### config.mk
export PLATFORM = sky130hd
export DESIGN_NAME = countdown_timer_flat
export DESIGN_NICKNAME = d
export VERILOG_FILES = /design/src/rtl/countdown_timer_if.sv /design/src/rtl/countdown_timer.sv /design/src/flat_wrapper.sv
export SDC_FILE = /design/constraint.sdc
export NUM_CORES = 1
export LEC_CHECK = 0
export CORE_MARGIN = 2
export CORE_UTILIZATION = 51
export DETAILED_ROUTE_END_ITERATION = 7
export PLACE_DENSITY = 0.84
export SLEW_MARGIN = 20
export SYNTH_ARGS = -nofsm -noshare
export SYNTH_HDL_FRONTEND = slang
export SYNTH_SLANG_ARGS = --single-unit
### constraint.sdc
create_clock -name clk -period 2.2 [get_ports clk]
set_clock_uncertainty 0.1 [all_clocks]
set_input_delay 0.44 -clock clk [delete_from_list [all_inputs] [get_ports clk]]
set_output_delay 0.44 -clock clk [all_outputs]
set_load 0.02 [all_outputs]
### src/rtl/countdown_timer_if.sv
// Control and status bundle for the countdown timer.
// Master (controller) drives start/pause/clear/load_val and observes status.
// Slave (timer) receives the controls and drives count/busy/expired/done.
interface countdown_timer_if #(
  parameter int WIDTH = 10
);
  logic             start;
  logic             pause;
  logic             clear;
  logic [WIDTH-1:0] load_val;
  logic [WIDTH-1:0] count;
  logic             busy;
  logic             expired;
  logic             done;

  modport master (
    output start, pause, clear, load_val,
    input  count, busy, expired, done
  );

  modport slave (
    input  start, pause, clear, load_val,
    output count, busy, expired, done
  );
endinterface

### src/rtl/countdown_timer.sv
// Loadable down-counter: decrements once per SECONDS+1 cycles, pulses done at zero.
// Latency: all outputs registered; done arrives load_val*(SECONDS+1) run cycles after start.
// No backpressure: start/pause/clear are levels sampled every cycle (clear > start > pause).
module countdown_timer #(
  parameter int SECONDS = 50_000_000,
  parameter int WIDTH   = 10
) (
  input logic             clk,
  input logic             rst,
  countdown_timer_if.slave bus
);

  localparam logic [1:0] IDLE  = 2'd0;
  localparam logic [1:0] RUN   = 2'd1;
  localparam logic [1:0] PAUSE = 2'd2;
  localparam logic [1:0] DONE  = 2'd3;

  localparam logic [31:0] PRESC_MAX = SECONDS;

  logic [1:0]       state_q, state_d;
  logic [WIDTH-1:0] count_q, count_d;
  logic [31:0]      presc_q, presc_d;
  logic             done_q, done_d;
  logic             busy_q;
  logic             expired_q;

  // Next-state logic; a PAUSE cycle with pause released advances exactly like
  // RUN so the pause costs precisely as many cycles as pause was held.
  always_comb begin
    state_d = state_q;
    count_d = count_q;
    presc_d = presc_q;
    done_d  = 1'b0;
    if (bus.clear) begin
      state_d = IDLE;
      count_d = '0;
      presc_d = '0;
    end else if (bus.start) begin
      presc_d = '0;
      if (bus.load_val != '0) begin
        count_d = bus.load_val;
        state_d = RUN;
      end else begin
        count_d = '0;
        state_d = DONE;
        done_d  = 1'b1;
      end
    end else begin
      case (state_q)
        RUN, PAUSE: begin
          if (bus.pause) begin
            state_d = PAUSE;
          end else begin
            state_d = RUN;
            if (presc_q != PRESC_MAX) begin
              presc_d = presc_q + 32'd1;
            end else begin
              presc_d = '0;
              count_d = count_q - WIDTH'(1);
              if (count_q == WIDTH'(1)) begin
                state_d = DONE;
                done_d  = 1'b1;
              end
            end
          end
        end
        DONE: begin
          count_d = '0;
        end
        default: begin
          count_d = '0;
          presc_d = '0;
        end
      endcase
    end
  end

  // State, count, prescaler and registered status flags.
  always_ff @(posedge clk or negedge rst) begin
    if (!rst) begin
      state_q   <= IDLE;
      count_q   <= '0;
      presc_q   <= '0;
      done_q    <= 1'b0;
      busy_q    <= 1'b0;
      expired_q <= 1'b0;
    end else begin
      state_q   <= state_d;
      count_q   <= count_d;
      presc_q   <= presc_d;
      done_q    <= done_d;
      busy_q    <= (state_d == RUN) || (state_d == PAUSE);
      expired_q <= (state_d == DONE);
    end
  end

  assign bus.count   = count_q;
  assign bus.busy    = busy_q;
  assign bus.expired = expired_q;
  assign bus.done    = done_q;

endmodule

### src/flat_wrapper.sv
// flat-port wrapper written by rule: the top's interface ports become plain ports
module countdown_timer_flat 
#(
  parameter int SECONDS = 50_000_000,
  parameter int WIDTH   = 10
)
  (clk, rst, bus_start, bus_pause, bus_clear, bus_load_val, bus_count, bus_busy, bus_expired, bus_done);
  countdown_timer_if #(.WIDTH(WIDTH)) bus_i ();
  input logic clk;
  input logic rst;
  input wire logic [$bits(bus_i.start)-1:0] bus_start;
  input wire logic [$bits(bus_i.pause)-1:0] bus_pause;
  input wire logic [$bits(bus_i.clear)-1:0] bus_clear;
  input wire logic [$bits(bus_i.load_val)-1:0] bus_load_val;
  output wire logic [$bits(bus_i.count)-1:0] bus_count;
  output wire logic [$bits(bus_i.busy)-1:0] bus_busy;
  output wire logic [$bits(bus_i.expired)-1:0] bus_expired;
  output wire logic [$bits(bus_i.done)-1:0] bus_done;
  assign bus_i.start = bus_start;
  assign bus_i.pause = bus_pause;
  assign bus_i.clear = bus_clear;
  assign bus_i.load_val = bus_load_val;
  assign bus_count = bus_i.count;
  assign bus_busy = bus_i.busy;
  assign bus_expired = bus_i.expired;
  assign bus_done = bus_i.done;
  countdown_timer #(.SECONDS(SECONDS), .WIDTH(WIDTH)) u_core (.clk(clk), .rst(rst), .bus(bus_i));
endmodule
==> results.md, run 1 <==
- Result of the run: complete, but fails checks
- Failing checks: setup timing
- Max rail drop VDD: ~400 uV
- Switching share of power: between 20% and 30%
- Transition at the pin with the smallest max-transition slack: 0.501 ns
- Top_reg_cell synth: dfrtp_1
- Peak Freq: around 440 MHz
- Initial antenna violation count: 0
- Synthesis Warnings: 0
- Number of flops mapped to enable cells by yosys: 0
- Flip-flop and latch count after synthesis: 47
- Routing usage on met3: approximately 4.6%
- Complex-gate fraction of the synthesized area: between 10% and 20%
- Number of CTS-inserted buffers: 5
- Fin. Hold Viols: 0
- Critical Setup Path Class: reg2reg
- Antenna-violating nets left: 0
- Root Buffer: clkbuf_8
- Power share of the sequential group: around 45%
- Simple-Gate Fraction of Synth Area: approximately 30%
- Later-pin clock latency in the skew report: just over 0.3 ns
- Max cap viols: 0
- Largest driver fanout on the critical path: 2
- Post-synthesis adder-cell area fraction: between 2 and 3%
- Post-layout worst setup margin: -0.0665 ns
- Series of cell instances along the critical path: inv_2, ha_4, buf_4, nor4b_1, nand4_1, nor4_4, o21ai_1, a21oi_2, ha_1
- Post-DR vias/cell: roughly 6.1
- Post-Synthesis Net Count: around 330
- Layout filler cell count: about 340
- GRT Total Usage: a little over a quarter
- Maximum clock path buffer count: 2
- Total I/O pin count: 28
- GR peak layer: met2
- Relative area change from synthesis to final layout: 41.7%
- Reg2Reg Setup Slack: -0.07 ns
- Total number of H-tree levels: 2
- Worst setup path endpoint: u_core.bus.busy
- Portion of the post-synthesis area used by sequential elements: approximately 42%
- Largest family of logic cells by synthesized area: simple AND/OR/NAND/NOR gates
- Reg2Reg Capture Point: u_core.bus.busy
- Setup Viol. Count Final: 9
- Synth Area per Inst: 9.12 um^2
- TritonCTS clock tree: done
- Max Transition Viols Final: 0
- Share of power burned in combinational logic: 22.2%
- M2 GR Usage: 44.0%
- Row count: 26
- Final weighted congestion of routability-driven global placement: a little over 0.9
- Cell variety after synth: 47
- Sort of element at the end of the critical path: flip-flop
- Nets: 403
- Post-route total power: just over 2 mW
- Global-route wire length before repair: 12.9 mm
- Worst min-delay path category: reg2reg
- Starting Density: 53.8%
- Die outline width: between 70 and 80 um
- Global routing usage on met1: 35.1%
- Final critical delay including setup and external delays: between 2 and 2.5 ns
- Power dissipated by switching net loads: approximately 0.57 mW
- Part of the cycle the worst path needs: 103%
- Total standard cell area after synthesis: approximately 2800 um^2
- Startpoint Class: flip-flop
- DRC violation total after the first TritonRoute iteration: 240
- Placeable core area: 5200 um^2
- Critical path's largest stage delay: 0.41 ns
- CTS Sinks: between 40 and 50
- Routed length per instance: between 15 and 20 um
- LEAKAGE: roughly 1.6 nW
- Arrival time worst endpoint: roughly 2.4 ns
- Estimated wirelength of the detail-placed design: around 5.1 mm
- Gr ovfl total: 0
- Ys async rst share: 100%
- Clock slew at the register clock pins of the worst setup and hold paths: around 0.09 ns
- Unrepaired setup endpoints after global routing: yes
- Total negative slack: -0.145 ns
- Die Outline Area: just over 6000 um^2
- DRC violations left: 0
- Max stage delay cell, worst path: dfrtp_1
- Chip height: approximately 80 um
- Pwr dens: 514 nW/um^2
- Via count of the first global-routing pass: 2748
- Total detailed-routing wirelength: 8.06 mm
- Multiplexer share of the synthesized area: between 2 and 2.5%
- Max-Slew Margin vs Limit: between 60% and 70%
- IO buf count: 27
- Proportion of layout cells with a drive suffix above 1: roughly a third
- Startpoint of the most critical register-to-register path: u_core.presc_q[0]
- Required arrival time at the worst endpoint: 2.30 ns
- Worst Setup SP: u_core.presc_q[0]
- Number of instances in the synthesized netlist: 307
- Share of total power in the clock network: 32.8%
- Drt pass-1 iters: 5
- Antenna diode count: 0
- Worst reg2reg path depth: 9
- Largest net degree at the start of global routing: 28
- Overall via count from detail_route: 2769
- Cell-internal power: 1.47 mW
- Xor and xnor fraction of the mapped netlist area: under 10%
logic make-up after synthesis:
logic type / count (synthesis)
xor+xnor: 25
buf+inv: 23
simple gates: 151
fa+ha+maj: 6
mux: 4
flops: 47
compound gates: 51
power by group through the flow:
stage	clock, mW	combinational [mW]	sequential (mW)
CTS	0.672	0.400	0.914
finish	0.668	0.452	0.916
floorplan	0	0.159	0.961
global route	0.712	0.488	0.920
detailed placement	0	0.367	0.930
global placement	0	0.361	0.930
registers in the layout, indices dropped and copies added, names as in the netlist:
| register | flops |
|---|---|
| u_core.presc_q | 32 |
| u_core.bus.count | 10 |
| u_core.state_q | 2 |
| u_core.bus.busy | 1 |
| u_core.bus.done | 1 |
| u_core.bus.expired | 1 |
layer usage:
metal / vias to the layer above / wire length [um]
li1: 1283 / -
met1: 1328 / 3280
met2: 129 / 4060
met3: 29 / 497
met4: 0 / 224
met5: - / 0
final cells by class:
type                       instances  area, um^2  area share [%]
timing repair buffer              80         743            18.7
tap                               70        87.6            2.21
clock inverter                     2        35.0           0.884
inverter                          10        37.5           0.947
multi-input combinational        238        1800            45.4
clock buffer                       6        82.6            2.08
sequential                        47        1180            29.7
critical path: cells and delay by family, from the launching register on:
family | cells | cell delay, ns
adders and majority gates | 2 | 0.38
DFF | 1 | 0.41
and+or+nand+nor | 3 | 0.81
AOI/OAI and AO/OA | 2 | 0.26
buffers and inverters | 2 | 0.19
worst min-delay path by stage:
stage | from | to | slack [ns] | cells after the start
finish | u_core.presc_q[23] | u_core.presc_q[23] | 0.47 | 2
global route | u_core.presc_q[23] | u_core.presc_q[23] | 0.50 | 2
CTS | u_core.presc_q[23] | u_core.presc_q[23] | 0.46 | 2
detailed placement | rst | u_core.presc_q[25] | 0.34 | 1
global placement | rst | u_core.presc_q[25] | 0.33 | 1
floorplan | rst | u_core.bus.busy | 0.04 | 0
repair_timing:
item / CTS / global route
cloned: 3 / 1
gates resized for setup: 15 / 63
pin swaps: 4 / 20
setup buffers: 5 / 3
setup endpoints to repair: 37 / 43
endpoints found under the hold margin: 1 / 0
hold buffers: 1 / 0
through the flow:
stage | cells | hold slack [ns] | util [%] | worst slack (ns) | area [um^2]
floorplan | 307 | 0.0444 | - | -0.0162 | 2810
global placement | 433 | 0.334 | 65.7 | -0.0923 | 3420
detailed placement | 433 | 0.336 | 65.7 | -0.197 | 3420
CTS | 450 | 0.461 | 70.6 | -0.00249 | 3670
global route | 453 | 0.502 | 76.2 | -0.220 | 3970
finish | 453 | 0.467 | 76.2 | -0.0665 | 3970
cells in the mapped netlist (all sizes together), types with 6 or more instances:
cell type	number	share of area (%)
ha	6	2.7
dfrtp	47	42
or3	6	1.3
xnor2	13	4.1
nor4b	6	2.1
nor4	14	3.4
nor2	40	5.4
nand3	16	2.9
xor2	12	3.8
nand4	15	3.4
buf	9	2.1
nand2	20	2.8
o21ai	7	1.3
and4	6	2.1
nor3	9	1.6
inv	10	1.3
a21oi	18	3.2
cells in the final DEF, fill, tap and decap left out, drive strengths merged, types with 3 or more instances in the layout:
master,synthesis,final
nand2,20,20
ha,6,6
dfrtp,47,47
o211ai,3,3
clkbuf,4,7
or2,3,3
nor3,9,9
nand4,15,15
o31ai,5,5
or4,5,5
xor2,12,12
nor4b,6,6
buf,9,52
a21oi,18,18
or3,6,6
clkdlybuf4s50,0,26
nor4,14,14
nand3,16,16
o21ai,7,7
and2,2,3
nor2,40,40
a31oi,4,4
inv,10,10
xnor2,13,13
and4,6,6
nand2b,4,4
mux2,4,4
Note: power is estimated with default switching activity, not from simulation.
==> inputs of run 2 (changes only) <==
- CORE_MARGIN: 2 -> 5
==> run 2 against run 1 <==
- the run still ends with setup timing left
- sequential share of layout area is 0.79 points higher
- largest cell class unchanged
- die area is 16% higher
- via count hardly changed
- register-to-register slack better by 0.02 ns
- highest routed layer unchanged
- first-iteration DRC count is 0.83% higher
- hold slack better by 0.0014 ns
==> results.md, run 2 (synthesis results as in run 1) <==
- Row count: 27 (+3.8%)
- Failing checks: setup timing
- Post-route total power: 1.88 mW (-7.5%)
- Placeable core area: 5410 um^2 (+3.8%)
- GRT Total Usage: 22.4% (-4.2 points)
- LEAKAGE: 1.55 nW (-1.5%)
- Root Buffer: clkbuf_8
- Reg2Reg Setup Slack: -0.05 ns (+0.02 ns)
- Largest net degree at the start of global routing: 31 (+11%)
- Starting Density: 51.8% (-2.0 points)
- Die outline width: 84.1 um (+7.7%)
- Flip-flop count of the largest register, all copies and words added: 32 (unchanged)
- Clock slew at the register clock pins of the worst setup and hold paths: 0.10 ns (about the same)
- Startpoint of the most critical register-to-register path: u_core.presc_q[8]
- Unrepaired setup endpoints after global routing: yes
- Post-layout worst setup margin: -0.0477 ns (+0.0188 ns)
- Instance area at placement: 3470 um^2 (+1.4%)
- Later-pin clock latency in the skew report: 0.31 ns (about the same)
- Total number of H-tree levels: 2 (unchanged)
- Worst Setup SP: u_core.presc_q[8]
- DRC violations left: 0 (unchanged)
- Proportion of layout cells with a drive suffix above 1: 28.6% (-3.0 points)
- Worst reg2reg path depth: 7 (-2)
- Routed length per instance: 18.3 um (+2.8%)
- IO buf count: 27 (unchanged)
- Sort of element at the end of the critical path: flip-flop
- Peak Freq: 445 MHz (+0.83%)
- Number of CTS-inserted buffers: 5 (unchanged)
- Overall via count from detail_route: 2771 (+0.072%)
- Final weighted congestion of routability-driven global placement: 0.980 (+5.8%)
- Arrival time worst endpoint: 2.34 ns (-0.03 ns)
- Layout Utilization: 71.5% (-4.7 points)
- Required arrival time at the worst endpoint: 2.29 ns (about the same)
- Antenna diode count: 0 (unchanged)
- Global-route wire length before repair: 13.1 mm (+1.2%)
- Gr ovfl total: 0 (unchanged)
- Post-DR vias/cell: 6.06 (-0.80%)
- Max-Slew Margin vs Limit: 63.7% (-2.9 points)
- Die Outline Area: 7070 um^2 (+16%)
- CTS Sinks: 47 (unchanged)
- Initial antenna violation count: 0 (unchanged)
- Startpoint Class: flip-flop
- DRC violation total after the first TritonRoute iteration: 242 (+0.83%)
- Max cap viols: 0 (unchanged)
- Reg2Reg Capture Point: u_core.presc_q[18]
- Antenna-violating nets left: 0 (unchanged)
- Chip height: 84.1 um (+7.7%)
- Via count of the first global-routing pass: 2785 (+1.3%)
- Commonest cells after routing, fill and taps aside: buf_4 (50), dfrtp_1 (45), nor2_1 (28)
- Largest driver fanout on the critical path: 15 (+13)
- Setup Viol. Count Final: 30 (+21)
- Commonest non-fill, non-tap cell in the layout: buf_4
- Nets: 405 (+0.50%)
- Worst min-delay path category: in2async
- Max rail drop VDD: 318 uV (-21%)
- Total detailed-routing wirelength: 8.35 mm (+3.7%)
- Estimated wirelength of the detail-placed design: 5.44 mm (+7.2%)
- Critical Setup Path Class: reg2reg
- Drt pass-1 iters: 5 (unchanged)
- Relative area change from synthesis to final layout: 38.0%
- Pwr dens: 488 nW/um^2 (-5.0%)
- Maximum clock path buffer count: 2 (unchanged)
- TritonCTS clock tree: done
- Transition at the pin with the smallest max-transition slack: 0.540 ns (+0.0388 ns)
- Total I/O pin count: 28 (unchanged)
- Final critical delay including setup and external delays: 2.25 ns (-0.0188 ns)
- Part of the cycle the worst path needs: 102% (-0.85 points)
- Max Transition Viols Final: 0 (unchanged)
- Result of the run: complete, but fails checks
- Area of all placed cells without fillers: 3860 um^2 (-2.6%)
- Fin. Hold Viols: 0 (unchanged)
- Register with the most flip-flops: u_core.presc_q
- Post-placement setup slack: -0.137 ns (+0.0603 ns)
==> run 2: cell types whose count changed in the layout (fill, tap and decap cells not counted), sizes merged <==
cell,delta
buf,+1
bufinv,-1
clkbuf,+2
==> run 2: final cells by class <==
cell class | instances | area [um^2]
Timing Repair Buffer | 82 | 732
Sequential cell | 47 | 1180
Clock buffer | 7 | 76.3
Multi-Input combinational cell | 238 | 1740
Tap cell | 72 | 90.1
Fill cell | 394 | 1540
Clock inverter | 1 | 5.00
Inverter | 10 | 37.5
==> run 2: timing repair <==
item                                    CTS  global route
cloned                                    1             2
gates resized for setup                   6            42
pin swaps                                 2            16
hold endpoints to repair                 14             0
endpoints found under the setup margin   37            42
buffers inserted                          4             1
hold buffers                              1             0
==> run 2: worst max-delay path: stages (launching register included) <==
cell and delay, ns:
dfrtp_1 0.43, nor4b_4 0.32, nand4_1 0.16, or4_4 0.55, a22oi_2 0.18, buf_6 0.16, clkbuf_16 0.17, nor2_1 0.07
==> run 2: how the worst max path moves through the flow <==
stage                                to  depth (start not counted)  slack [ns]
global route         u_core.presc_q[18]                          7       -0.13
finish               u_core.presc_q[18]                          7       -0.05
global placement     u_core.presc_q[14]                          5       -0.07
detailed placement   u_core.presc_q[29]                          6       -0.14
CTS                 u_core.bus.count[6]                          7       0.003
floorplan           u_core.bus.count[6]                          8       -0.02
==> run 2: routing by layer <==
layer | wire length, um | part of all wire [%] | global-route usage, % | vias to the layer above
met2 | 4380 | 52 | 38.4 | 126
met1 | 3260 | 39 | 27.2 | 1344
met5 | 0 | 0 | 0 | -
li1 | - | - | - | 1284
met3 | 563 | 6.7 | 5.43 | 17
met4 | 149 | 1.8 | 8.19 | 0
==> run 2: metrics by stage <==
| stage | std cells | TNS [ns] | hold WS (ns) |
|---|---|---|---|
| global placement | 441 | -2.16 | 0.278 |
| CTS | 455 | 0 | 0.470 |
| global route | 457 | -3.36 | 0.505 |
| detailed placement | 441 | -3.24 | 0.280 |
| floorplan | 307 | -0.0620 | 0.0444 |
| finish | 457 | -0.620 | 0.468 |
==> run 2: report_power, final <==
| part | switching (mW) | internal, mW | total [mW] |
|---|---|---|---|
| Sequential | 0.0234 | 0.890 | 0.913 |
| Combinational | 0.239 | 0.209 | 0.448 |
| Clock | 0.299 | 0.224 | 0.523 |
==> inputs of run 3 (changes only) <==
- SKIP_LAST_GASP: unset -> 1
==> run 3 against run 2 <==
- the run still ends with setup timing left
- hold slack better by 0.0040 ns
- combinational power barely moved
- total power is 0.28% lower
- first-iteration DRC count is 5.8% higher
- clock-buffer cell count unchanged
- cell count is the same
- sequential share of layout area about the same
- via count grew 1.4%
==> results.md, run 3 (synthesis results as in run 1) <==
- Max-Slew Margin vs Limit: 62.9% (-0.80 points)
- Row count: 27 (unchanged)
- Levels on crit path: 9 (+2)
- Largest driver fanout on the critical path: 15 (unchanged)
- Antenna-violating nets left: 0 (unchanged)
- Clock slew at the register clock pins of the worst setup and hold paths: 0.09 ns (about the same)
- Required arrival time at the worst endpoint: 2.29 ns (about the same)
- Transition at the pin with the smallest max-transition slack: 0.552 ns (+0.0120 ns)
- GRT Total Usage: 22.4% (unchanged)
- Arrival time worst endpoint: 2.34 ns (about the same)
- Final hold slack: 0.472 ns (+0.00401 ns)
- Largest net degree at the start of global routing: 31 (unchanged)
- Total I/O pin count: 28 (unchanged)
- Commonest cells after routing, fill and taps aside: buf_4 (50), dfrtp_1 (45), nor2_1 (28)
- Commonest non-fill, non-tap cell in the layout: buf_4
- Placeable core area: 5410 um^2 (unchanged)
- Root Buffer: clkbuf_8
- Reg2Reg Capture Point: u_core.presc_q[18]
- Result of the run: complete, but fails checks
- Estimated wirelength of the detail-placed design: 5.44 mm (unchanged)
- TritonCTS clock tree: done
- DRC violation total after the first TritonRoute iteration: 256 (+5.8%)
- Unrepaired setup endpoints after global routing: yes
- Reg2Reg Setup Slack: -0.05 ns (about the same)
- Antenna diode count: 0 (unchanged)
- Relative area change from synthesis to final layout: 37.9% (about the same)
- Proportion of layout cells with a drive suffix above 1: 28.3% (-0.26 points)
- Sort of element at the end of the critical path: flip-flop
- Max cap viols: 0 (unchanged)
- Initial antenna violation count: 0 (unchanged)
- Die outline width: 84.1 um (unchanged)
- Overall via count from detail_route: 2810 (+1.4%)
- Buf+Inv Stages, Crit Path: 3 (+1)
- Total detailed-routing wirelength: 8.34 mm (-0.23%)
- Die Outline Area: 7070 um^2 (unchanged)
- Worst reg2reg path depth: 9 (+2)
- Starting Density: 51.8% (unchanged)
- Worst Setup SP: u_core.presc_q[0]
- Later-pin clock latency in the skew report: 0.31 ns (about the same)
- CTS Sinks: 47 (unchanged)
- Via count of the first global-routing pass: 2785 (unchanged)
- Max rail drop VDD: 321 uV (+1.1%)
- Routed length per instance: 18.2 um (-0.23%)
- Critical Setup Path Class: reg2reg
- IO buf count: 27 (unchanged)
- Total number of H-tree levels: 2 (unchanged)
- Failing checks: setup timing
- Part of the cycle the worst path needs: 102% (+0.17 points)
- Global-route wire length before repair: 13.1 mm (unchanged)
- Critical path's largest stage delay: 0.48 ns (-0.07 ns)
- Final critical delay including setup and external delays: 2.25 ns (+0.00371 ns)
- Maximum clock path buffer count: 2 (unchanged)
- Register with the most flip-flops: u_core.presc_q
- Peak Freq: 444 MHz (-0.16%)
- Final weighted congestion of routability-driven global placement: 0.980 (unchanged)
- DRC violations left: 0 (unchanged)
- Worst min-delay path category: in2async
- Drt pass-1 iters: 5 (unchanged)
- Pwr dens: 487 nW/um^2 (-0.19%)
- Dominant delay contributor by cell family on the critical path: simple AND/OR/NAND/NOR gates
- Flip-flop count of the largest register, all copies and words added: 32 (unchanged)
- Startpoint Class: flip-flop
- Post-placement setup slack: -0.137 ns (unchanged)
- Setup Viol. Count Final: 31 (+3.3%)
- Max Transition Viols Final: 0 (unchanged)
- Worst setup path endpoint: u_core.presc_q[18]
- Post-layout worst setup margin: -0.0514 ns (-0.00371 ns)
- Nets: 405 (unchanged)
- Gr ovfl total: 0 (unchanged)
- Post-DR vias/cell: 6.15 (+1.4%)
- Startpoint of the most critical register-to-register path: u_core.presc_q[0]
- Fin. Hold Viols: 0 (unchanged)
- Max stage delay cell, worst path: or4_4
- Series of cell instances along the critical path: inv_2, ha_4, nor4b_4, nand4_1, or4_4, a22oi_2, buf_6, clkbuf_16, nor2_1
- LEAKAGE: 1.55 nW (about the same)
- Number of CTS-inserted buffers: 5 (unchanged)
- Chip height: 84.1 um (unchanged)
-- run 3: area by class of cell --
cell class / count / area [um^2]
tap: 72 / 90.1
clock inverter: 1 / 5.00
clock buffer: 7 / 76.3
sequential: 47 / 1180
timing repair buffer: 82 / 732
inverter: 10 / 37.5
fill: 396 / 1550
multi-input combinational: 238 / 1740
-- run 3: power breakdown --
group	total (mW)	leakage (nW)	switching, mW	internal (mW)
Sequential	0.913	0.643	0.0231	0.890
Combinational	0.446	0.860	0.237	0.209
Clock	0.519	0.0422	0.296	0.224
Total	1.88	1.55	0.556	1.32
-- run 3: layer usage --
metal | wire length (um) | global-route usage, %
met1 | 3280 | 27.2
met4 | 225 | 8.19
met5 | 0 | 0
met3 | 558 | 5.43
met2 | 4270 | 38.4
-- run 3: repair_timing --
item,CTS,global route
gates cloned,1,2
setup endpoints to repair,37,42
resized for setup,6,41
setup buffers,4,1
endpoints found under the hold margin,14,0
hold buffers,1,0
pin swaps,2,16
-- run 3: how the worst min path moves through the flow --
| stage | from | to | slack, ns | depth (start not counted) |
|---|---|---|---|---|
| after floorplan | rst | u_core.bus.busy | 0.04 | 0 |
| after global placement | rst | u_core.bus.count[1] | 0.28 | 1 |
| after detailed placement | rst | u_core.bus.count[1] | 0.28 | 1 |
| after CTS | u_core.presc_q[23] | u_core.presc_q[23] | 0.47 | 2 |
| after global routing | rst | u_core.bus.count[4] | 0.50 | 2 |
| final | rst | u_core.bus.count[4] | 0.47 | 2 |
-- run 3: stage by stage --
stage                     power (mW)  setup TNS, ns  util [%]  area, um^2  cells
after detailed placement        1.31          -3.24      64.2        3470    441
after floorplan                 1.12        -0.0620         -        2810    307
after global placement          1.30          -2.16      64.2        3470    441
final                           1.88         -0.704      71.4        3860    457
after global routing            1.97          -3.36      71.4        3860    457
after CTS                       1.82              0      67.2        3630    455
